**config.mk**
```make
export PLATFORM = sky130hd
export DESIGN_NAME = spi_xact_ctrl
export DESIGN_NICKNAME = d
export VERILOG_FILES = /design/src/rtl/spi_xact_ctrl.sv
export SDC_FILE = /design/constraint.sdc
export NUM_CORES = 1
export LEC_CHECK = 0
export CORE_MARGIN = 4
export CORE_UTILIZATION = 30
export CTS_BUF_LIST = sky130_fd_sc_hd__clkbuf_8 sky130_fd_sc_hd__clkbuf_16
export DETAILED_ROUTE_END_ITERATION = 12
export GPL_TIMING_DRIVEN = 0
export SLEW_MARGIN = 20
export SYNTH_ARGS = -nofsm -noshare
export SYNTH_HDL_FRONTEND = slang
export SYNTH_SLANG_ARGS = --single-unit
export TNS_END_PERCENT = 1
```
**constraint.sdc**
```tcl
create_clock -name clk -period 2.4 [get_ports clk]
set_clock_uncertainty 0.1 [all_clocks]
set_input_delay 0.6 -clock clk [delete_from_list [all_inputs] [get_ports clk]]
set_output_delay 0.6 -clock clk [all_outputs]
set_load 0.02 [all_outputs]
```
**src/rtl/spi_xact_ctrl.sv**
```systemverilog
// SPI slave transaction controller: turns 2-byte SPI frames into
// register-file reads/writes, with abort, timeout and error tracking.
module spi_xact_ctrl #(
  parameter int TIMEOUT = 4096,
  parameter int CNTW    = 13
) (
  input  logic       clk,
  input  logic       reset,
  input  logic       ss,
  input  logic       rxvalid,
  input  logic [7:0] rxbyte,
  input  logic [7:0] regrdata,
  input  logic       errclr,
  output logic       txload,
  output logic [7:0] txbyte,
  output logic [6:0] regaddr,
  output logic [7:0] regwdata,
  output logic       regwe,
  output logic       regre,
  output logic       busy,
  output logic       err,
  output logic [7:0] xactcnt
);

  typedef enum logic [1:0] {
    IDLE,
    ADDR,
    DATA,
    DONE
  } state_t;

  state_t state;
  state_t state_nx;

  logic            ss_q;
  logic            rw_q;
  logic [CNTW-1:0] cnt;
  logic            start_ld;
  logic            rd_load;
  logic [7:0]      txbyte_q;

  logic ss_rise;
  logic cnt_hit;
  logic in_frame;
  logic start;
  logic ld_addr;
  logic wr_go;
  logic rd_go;
  logic xact_inc;
  logic set_err;

  assign ss_rise  = ss & ~ss_q;
  assign cnt_hit  = (cnt == CNTW'(TIMEOUT - 1));
  assign in_frame = (state == ADDR) || (state == DATA);

  always_comb begin
    state_nx = state;
    start    = 1'b0;
    ld_addr  = 1'b0;
    wr_go    = 1'b0;
    rd_go    = 1'b0;
    xact_inc = 1'b0;
    set_err  = 1'b0;
    unique case (state)
      IDLE: begin
        if (ss_rise) begin
          state_nx = ADDR;
          start    = 1'b1;
        end
      end
      ADDR: begin
        if (rxvalid) begin
          ld_addr = 1'b1;
          if (ss) begin
            state_nx = DATA;
            rd_go    = rxbyte[7];
          end else begin
            state_nx = IDLE;
            set_err  = 1'b1;
          end
        end else if (!ss) begin
          state_nx = IDLE;
          set_err  = 1'b1;
        end else if (cnt_hit) begin
          state_nx = DONE;
          set_err  = 1'b1;
        end
      end
      DATA: begin
        if (rxvalid) begin
          xact_inc = 1'b1;
          wr_go    = ~rw_q;
          state_nx = ss ? DONE : IDLE;
        end else if (!ss) begin
          state_nx = IDLE;
          set_err  = 1'b1;
        end else if (cnt_hit) begin
          state_nx = DONE;
          set_err  = 1'b1;
        end
      end
      DONE: begin
        if (rxvalid) set_err = 1'b1;
        if (!ss) state_nx = IDLE;
      end
      default: state_nx = IDLE;
    endcase
  end

  // ss history resets high so a select held across reset is not an edge
  always_ff @(posedge clk or posedge reset) begin
    if (reset) begin
      state <= IDLE;
      ss_q  <= 1'b1;
      cnt   <= '0;
    end else begin
      state <= state_nx;
      ss_q  <= ss;
      if (start || rxvalid || !in_frame) cnt <= '0;
      else cnt <= cnt + CNTW'(1);
    end
  end

  always_ff @(posedge clk or posedge reset) begin
    if (reset) begin
      rw_q     <= 1'b0;
      regaddr  <= '0;
      regwdata <= '0;
      regwe    <= 1'b0;
      regre    <= 1'b0;
      start_ld <= 1'b0;
      rd_load  <= 1'b0;
      txbyte_q <= '0;
      err      <= 1'b0;
      xactcnt  <= '0;
    end else begin
      if (ld_addr) begin
        regaddr <= rxbyte[6:0];
        rw_q    <= rxbyte[7];
      end
      if (wr_go) regwdata <= rxbyte;
      regwe    <= wr_go;
      regre    <= rd_go;
      start_ld <= start;
      rd_load  <= regre && (state_nx != IDLE);
      if (start) txbyte_q <= '0;
      else if (rd_load) txbyte_q <= regrdata;
      if (set_err) err <= 1'b1;
      else if (errclr) err <= 1'b0;
      xactcnt <= xactcnt + 8'(xact_inc);
    end
  end

  // read data is forwarded in its arrival cycle so the load sees it at once
  assign txload = start_ld | rd_load;
  assign txbyte = rd_load ? regrdata : txbyte_q;
  assign busy   = (state != IDLE);

endmodule

```
==> reports/results.ini, run 1 <==
[critical_path]
path_cells = or2_2 > clkdlybuf4s50_1
required_ns = 1.70
critical_path_class = reg -> out
crit_family = buffers and inverters
arrival_ns = 1.64
worst-path-buf-inv = 1
slowest_delay_ns = 0.53
critPathMaxFanout = 9
r2r-start = state[1]
critical_path.startpoint = rd_load
r2r_slack_ns = 0.44
r2r_cells = 6
setup.worst_path.start_class = register
cp.depth = 2
crit_slowest_cell = clkdlybuf4s50_1
r2r_end = rd_load
end_kind = primary output

[floorplanning]
start_util_pct = 31.0
core-area_mm2 = 0.00773
top_level_ports = 57
rows = 32
die_h_um = 97.4
die-area_mm2 = 0.00948
die_w_um = 97.4

[layout]
layout-drive-gt1-share_pct = 20.8
area_delta_synth_final_pct = 31.6
final_area_mm2 = 0.00315
nNetsFinal = 287
multi_input_area_um2 = 998
antennaDiodeCount = 0
seq_area_mm2 = 0.00133
fill_cells = 743

[grt]
grt.total_usage_pct = 9.86
gr-total-overflow = 0
grt_max_degree = 54
antenna_found_initial = 0
grt_pass1_vias = 1673
grt_pass1_wl_mm = 7.82

[logic_synthesis]
synth_edf_count = 0
yosys_warnings = 0
syn_area_per_cell_um2 = 12.2
ys_seq_elements = 53
synth.net_count = 226
ys_seq_area_share_pct = 55.4
syn_inst = 197
synth_top_family_by_area = simple AND/OR/NAND/NOR gates
synthArstFlopShare_pct = 100
synth-simple-area-share_pct = 16.6
syn-cell-area_mm2 = 0.00240
synth-compound-area-share_pct = 3.81
ys.flop_type = dfrtp_1
synthMuxAreaShare_pct = 11.3
synth-xor-area-share_pct = 5.85
ys_types = 42
synth-adder-area-share_pct = 4.18

[sta]
slew_headroom_pct = 56.5
finalCritPeriodShare_pct = 97.7
maxSlewViolCount = 0
hold_viol = 0
rsz0062_at_grt = false
fmaxAchievable_mhz = 427
hold_ws_ns = 0.375
setup_viol = 0
tns_ns = 0
period_minus_slack_ns = 2.34
worst_pin_slew_ns = 0.653

[clock_tree]
cts_buffer_depth = 2
postCtsSetupBuffers = 0
insertion_delay_ns = 0.31
cts_root_buffer = clkbuf_8
cts_tree = built
postCtsResizedCells = 11
hold_buffers = 0
clk_pin_slew_ns = 0.10
htree_levels = 2
numCtsBuffers = 5
cts_sinks = 53

[detailed_routing]
drc = 0
dr.pass1.iters = 4
num_vias = 1594
drt_iter0_drc = 32
wl_per_cell_um = 12.2
wirelength_mm = 4.42
antenna_left = 0
vias_per_cell = 4.42

[power]
vdd_drop_max_uv = 466
fin_total_pwr_mw = 2.80
p_per_area_mw_per_mm2 = 889
p_leak_nw = 1.44

[min_path]
hp-start = xactcnt[7]
hold_end = xactcnt[7]
hold_depth = 1
hold_class = reg -> reg

[placement]
dp_hpwl_mm = 3.13
place.gp.congestion = 0.772
dpl-instance-area_mm2 = 0.00308
port_buffers = 55

[run]
maxCapViolations = 0

[outcome]
status = complete, no violations

-- cell type report --
type	instances	area share [%]
buffer	4	1.03
clock buffer	5	2.18
clock inverter	3	0.674
inverter	9	1.15
multi-input combinational	130	31.7
sequential	53	42.2
tap	102	4.05
timing repair buffer	55	17.1
-- flip-flops by register name (all words and copies together), names as in the netlist, 2 cells and up --
signal and flops:
regaddr 7, xactcnt 8, cnt 13, regwdata 8, state 2, txbyte_q 8
-- where the power goes --
part / internal (mW) / switching [mW]
Clock: 0.208 / 0.300
Combinational: 0.563 / 0.531
Sequential: 1.09 / 0.113
Total: 1.86 / 0.944
-- per-stage QoR --
stage | utilization, % | setup slack, ns | std cells
floorplan | - | 0.415 | 197
global placement | 39.8 | -0.656 | 354
detailed placement | 39.8 | -0.122 | 354
CTS | 40.8 | 0.0340 | 361
global route | 40.8 | 0.00542 | 361
finish | 40.8 | 0.0555 | 361
-- placed cells by master (no fill, tap or decap), types with 5 or more instances in the layout --
| cell type | Yosys | final |
|---|---|---|
| clkdlybuf4s50_1 | 0 | 46 |
| mux2_2 | 24 | 24 |
| dfrtp_1 | 52 | 50 |
| nand3_1 | 6 | 6 |
| dlygate4sd2_1 | 0 | 9 |
| and2b_2 | 5 | 5 |
| ha_1 | 8 | 8 |
| nand2_1 | 7 | 7 |
| nor3_1 | 6 | 6 |
| xnor2_1 | 10 | 10 |
| inv_1 | 9 | 8 |
| clkbuf_8 | 0 | 5 |
| xor2_1 | 6 | 6 |
| nor2_1 | 22 | 22 |
-- cells by family (layout without fill, tap and decap cells) --
logic type      Yosys count  in the layout
compound gates           13             13
simple gates             69             69
fa+ha+maj                 8              8
flops                    53             53
mux                      24             24
xor+xnor                 16             16
buf+inv                  14             76
-- worst reg2reg max path, stage by stage, from the launching register on --
cell     delay, ns
dfrtp_2       0.44
inv_1         0.09
ha_1          0.25
nor2b_1       0.15
o311a_2       0.35
o41ai_1       0.39
a31oi_1       0.08
-- per-layer routing --
| layer | GRT usage (%) | up-vias | wire (µm) | part of all wire, % |
|---|---|---|---|---|
| met5 | 0 | - | 0 | 0 |
| met4 | 3.51 | 0 | 61 | 1.4 |
| met3 | 2.94 | 7 | 243 | 5.5 |
| met2 | 16.0 | 34 | 2050 | 46 |
| met1 | 12.4 | 764 | 2060 | 47 |
| li1 | - | 789 | - | - |
-- synthesized netlist by cell type (2+ instances only) --
| cell type | number | area share, % |
|---|---|---|
| and2b_1 | 3 | 0.94 |
| nand2_1 | 7 | 1.1 |
| xor2_1 | 6 | 2.2 |
| a21oi_1 | 4 | 0.84 |
| inv_1 | 9 | 1.4 |
| xnor2_1 | 10 | 3.7 |
| nand3_1 | 6 | 1.3 |
| nor3_1 | 6 | 1.3 |
| nand2b_1 | 2 | 0.52 |
| buf_6 | 2 | 0.94 |
| dfrtp_1 | 52 | 54 |
| and2b_2 | 5 | 1.8 |
| buf_2 | 2 | 0.42 |
| nor2_1 | 22 | 3.4 |
| and3_1 | 2 | 0.52 |
| ha_1 | 8 | 4.2 |
| mux2_2 | 24 | 11 |
| nand4_1 | 3 | 0.78 |
-- worst max-delay path by stage --
stage                      end  slack (ns)
finish                  txload        0.06
floorplan               cnt[0]        0.42
global placement    regaddr[1]       -0.66
CTS                     txload        0.03
detailed placement   txbyte[6]       -0.12
global route            txload       0.005
(Power assumes the default switching activity.)
==> inputs of run 2 (changes only) <==
--- a/config.mk
+++ b/config.mk
@@ -5,6 +5,7 @@
 export SDC_FILE = /design/constraint.sdc
 export NUM_CORES = 1
 export LEC_CHECK = 0
+export ABC_CLOCK_PERIOD_IN_PS = 1900
 export CORE_MARGIN = 4
 export CORE_UTILIZATION = 30
 export CTS_BUF_LIST = sky130_fd_sc_hd__clkbuf_8 sky130_fd_sc_hd__clkbuf_16
@@ -14,4 +15,4 @@
 export SYNTH_ARGS = -nofsm -noshare
 export SYNTH_HDL_FRONTEND = slang
 export SYNTH_SLANG_ARGS = --single-unit
-export TNS_END_PERCENT = 1
+export TNS_END_PERCENT = 10
==> constraint.sdc (replaced) <==
create_clock -name clk -period 1.9 [get_ports clk]
set_clock_uncertainty 0.1 [all_clocks]
set_input_delay 0.475 -clock clk [delete_from_list [all_inputs] [get_ports clk]]
set_output_delay 0.475 -clock clk [all_outputs]
set_load 0.02 [all_outputs]
==> run 2 against run 1 <==
Compared with the run above: global-route usage is 0.21 points higher; clock-buffer cell count did not move; sequential cell count unchanged; routed wire length rose by 4.9%; worst hold slack got worse by 0.0040 ns; critical path depth rose by 1; total power rose by 29%; clock power rose by 27%; critical endpoint is now txbyte[0]; die area unchanged.
==> reports/results.ini, run 2 (synthesis gave the netlist of run 1 again) <==
[critical_path]
path_cells = buf_6 > mux2_4 > buf_6
r2r_slack_ns = 0.03
r2r_end = rd_load
critical_path_class = reg -> out
end_kind = primary output
required_ns = 1.32
setup.worst_path.start_class = register
critPathMaxFanout = 5
r2r-start = state[0]
crit_slowest_cell = dfrtp_2
r2r_cells = 6
arrival_ns = 1.32
crit_path_frequent_cell = buf_6
crit_family = flip-flops
slowest_delay_ns = 0.43
worst-path-buf-inv = 2

[floorplanning]
core-area_mm2 = 0.00773
rows = 32
die_w_um = 97.4
die-area_mm2 = 0.00948
start_util_pct = 31.0
die_h_um = 97.4
top_level_ports = 57

[detailed_routing]
antenna_left = 0
num_vias = 1630
drc = 0
wirelength_mm = 4.63
dr.pass1.iters = 4
vias_per_cell = 4.44
drt_iter0_drc = 28
wl_per_cell_um = 12.6

[min_path]
hold_end = xactcnt[7]
hold_depth = 1
hold_class = reg -> reg
hp-start = xactcnt[7]

[layout]
area_delta_synth_final_pct = 35.7
largest_register_ffs = 13
nNetsFinal = 293
top_register = cnt
layout-drive-gt1-share_pct = 28.3
final_cell_mix = dfrtp_1, clkdlybuf4s50_1, nor2_1, mux2_2
final_area_mm2 = 0.00325
layout_commonest_cell = dfrtp_1
antennaDiodeCount = 0

[grt]
gr-total-overflow = 0
grt_max_degree = 54
grt_util_met1_pct = 12.5
grt_use_met2_pct = 16.4
grt_pass1_wl_mm = 7.98
grt_pass1_vias = 1697
grtUsageMet3_pct = 3.23
antenna_found_initial = 0
busiest_layer = met2
grt.total_usage_pct = 10.1

[placement]
port_buffers = 55
dp_hpwl_mm = 3.13
place.gp.congestion = 0.772
dpl-instance-area_mm2 = 0.00308
post-place-ws_ns = -0.431

[run]
maxCapViolations = 0

[clock_tree]
cts_sinks = 53
insertion_delay_ns = 0.30
cts_tree = built
htree_levels = 2
cts_buffer_depth = 2
numCtsBuffers = 5
cts_root_buffer = clkbuf_8
clk_pin_slew_ns = 0.10
hold_buffers = 0

[sta]
maxSlewViolCount = 0
final.setup.worst_slack_ns = 0.00974
rsz0062_at_grt = true
hold_viol = 0
period_minus_slack_ns = 1.89
slew_headroom_pct = 56.6
finalCritPeriodShare_pct = 99.5
setup_viol = 0
fmaxAchievable_mhz = 529
worst_pin_slew_ns = 0.651

[power]
fin_total_pwr_mw = 3.60
p_per_area_mw_per_mm2 = 1110
vdd_drop_max_uv = 582
p_leak_nw = 1.60

[outcome]
status = complete, no violations

## run 2: per-stage QoR
| step | cells | utilization [%] | TNS, ns | hold slack, ns |
|---|---|---|---|---|
| 6_report | 367 | 42.1 | 0 | 0.371 |
| 5_1_grt | 367 | 42.1 | -0.583 | 0.399 |
| 4_1_cts | 363 | 40.5 | -0.0485 | 0.380 |
| 3_5_place_dp | 354 | 39.8 | -8.90 | 0.367 |
| 3_3_place_gp | 354 | 39.8 | -62.75 | 0.363 |
| 2_1_floorplan | 197 | - | 0 | 0.363 |
## run 2: repair_timing
action                                  in CTS  in global routing
cloned                                       0                  0
pin swaps                                    0                  1
endpoints found under the setup margin      27                 41
resized for setup                           53                 30
buffers inserted                             2                  4
## run 2: worst max path at each step
stage | startpoint | to | slack (ns) | cells past startpoint
2_1_floorplan | reset | cnt[0] | 0.04 | 1
3_3_place_gp | reset | regaddr[1] | -1.03 | 2
3_5_place_dp | ss | cnt[6] | -0.43 | 7
4_1_cts | state[1] | rd_load | -0.02 | 6
5_1_grt | state[0] | cnt[7] | -0.05 | 7
6_report | rd_load | txbyte[0] | 0.01 | 3
## run 2: area by class of cell
type / instances / area, µm²
buffer: 4 / 32.5
clock buffer: 5 / 68.8
clock inverter: 3 / 21.3
fill: 735 / 4480
inverter: 9 / 36.3
multi-input combinational: 130 / 1030
sequential: 53 / 1330
tap: 102 / 128
timing repair buffer: 61 / 602
## run 2: power by group
| part | internal [mW] | leakage (nW) | switching [mW] |
|---|---|---|---|
| logic | 0.744 | 0.859 | 0.703 |
| registers | 1.37 | 0.701 | 0.135 |
| clock network | 0.262 | 0.0445 | 0.384 |
## run 2: worst reg2reg max path: stages (launching register included)
cell	delay (ns)
dfrtp_1	0.43
buf_4	0.15
ha_1	0.22
a211oi_1	0.28
nor3_1	0.13
o41ai_2	0.37
a31oi_1	0.07
## run 2: metal layers
layer | wire length (µm) | share of wire [%] | vias to the layer above
li1 | - | - | 799
met1 | 2130 | 46 | 789
met2 | 2200 | 47 | 37
met3 | 252 | 5.4 | 5
met4 | 51 | 1.1 | 0
met5 | 0 | 0 | -
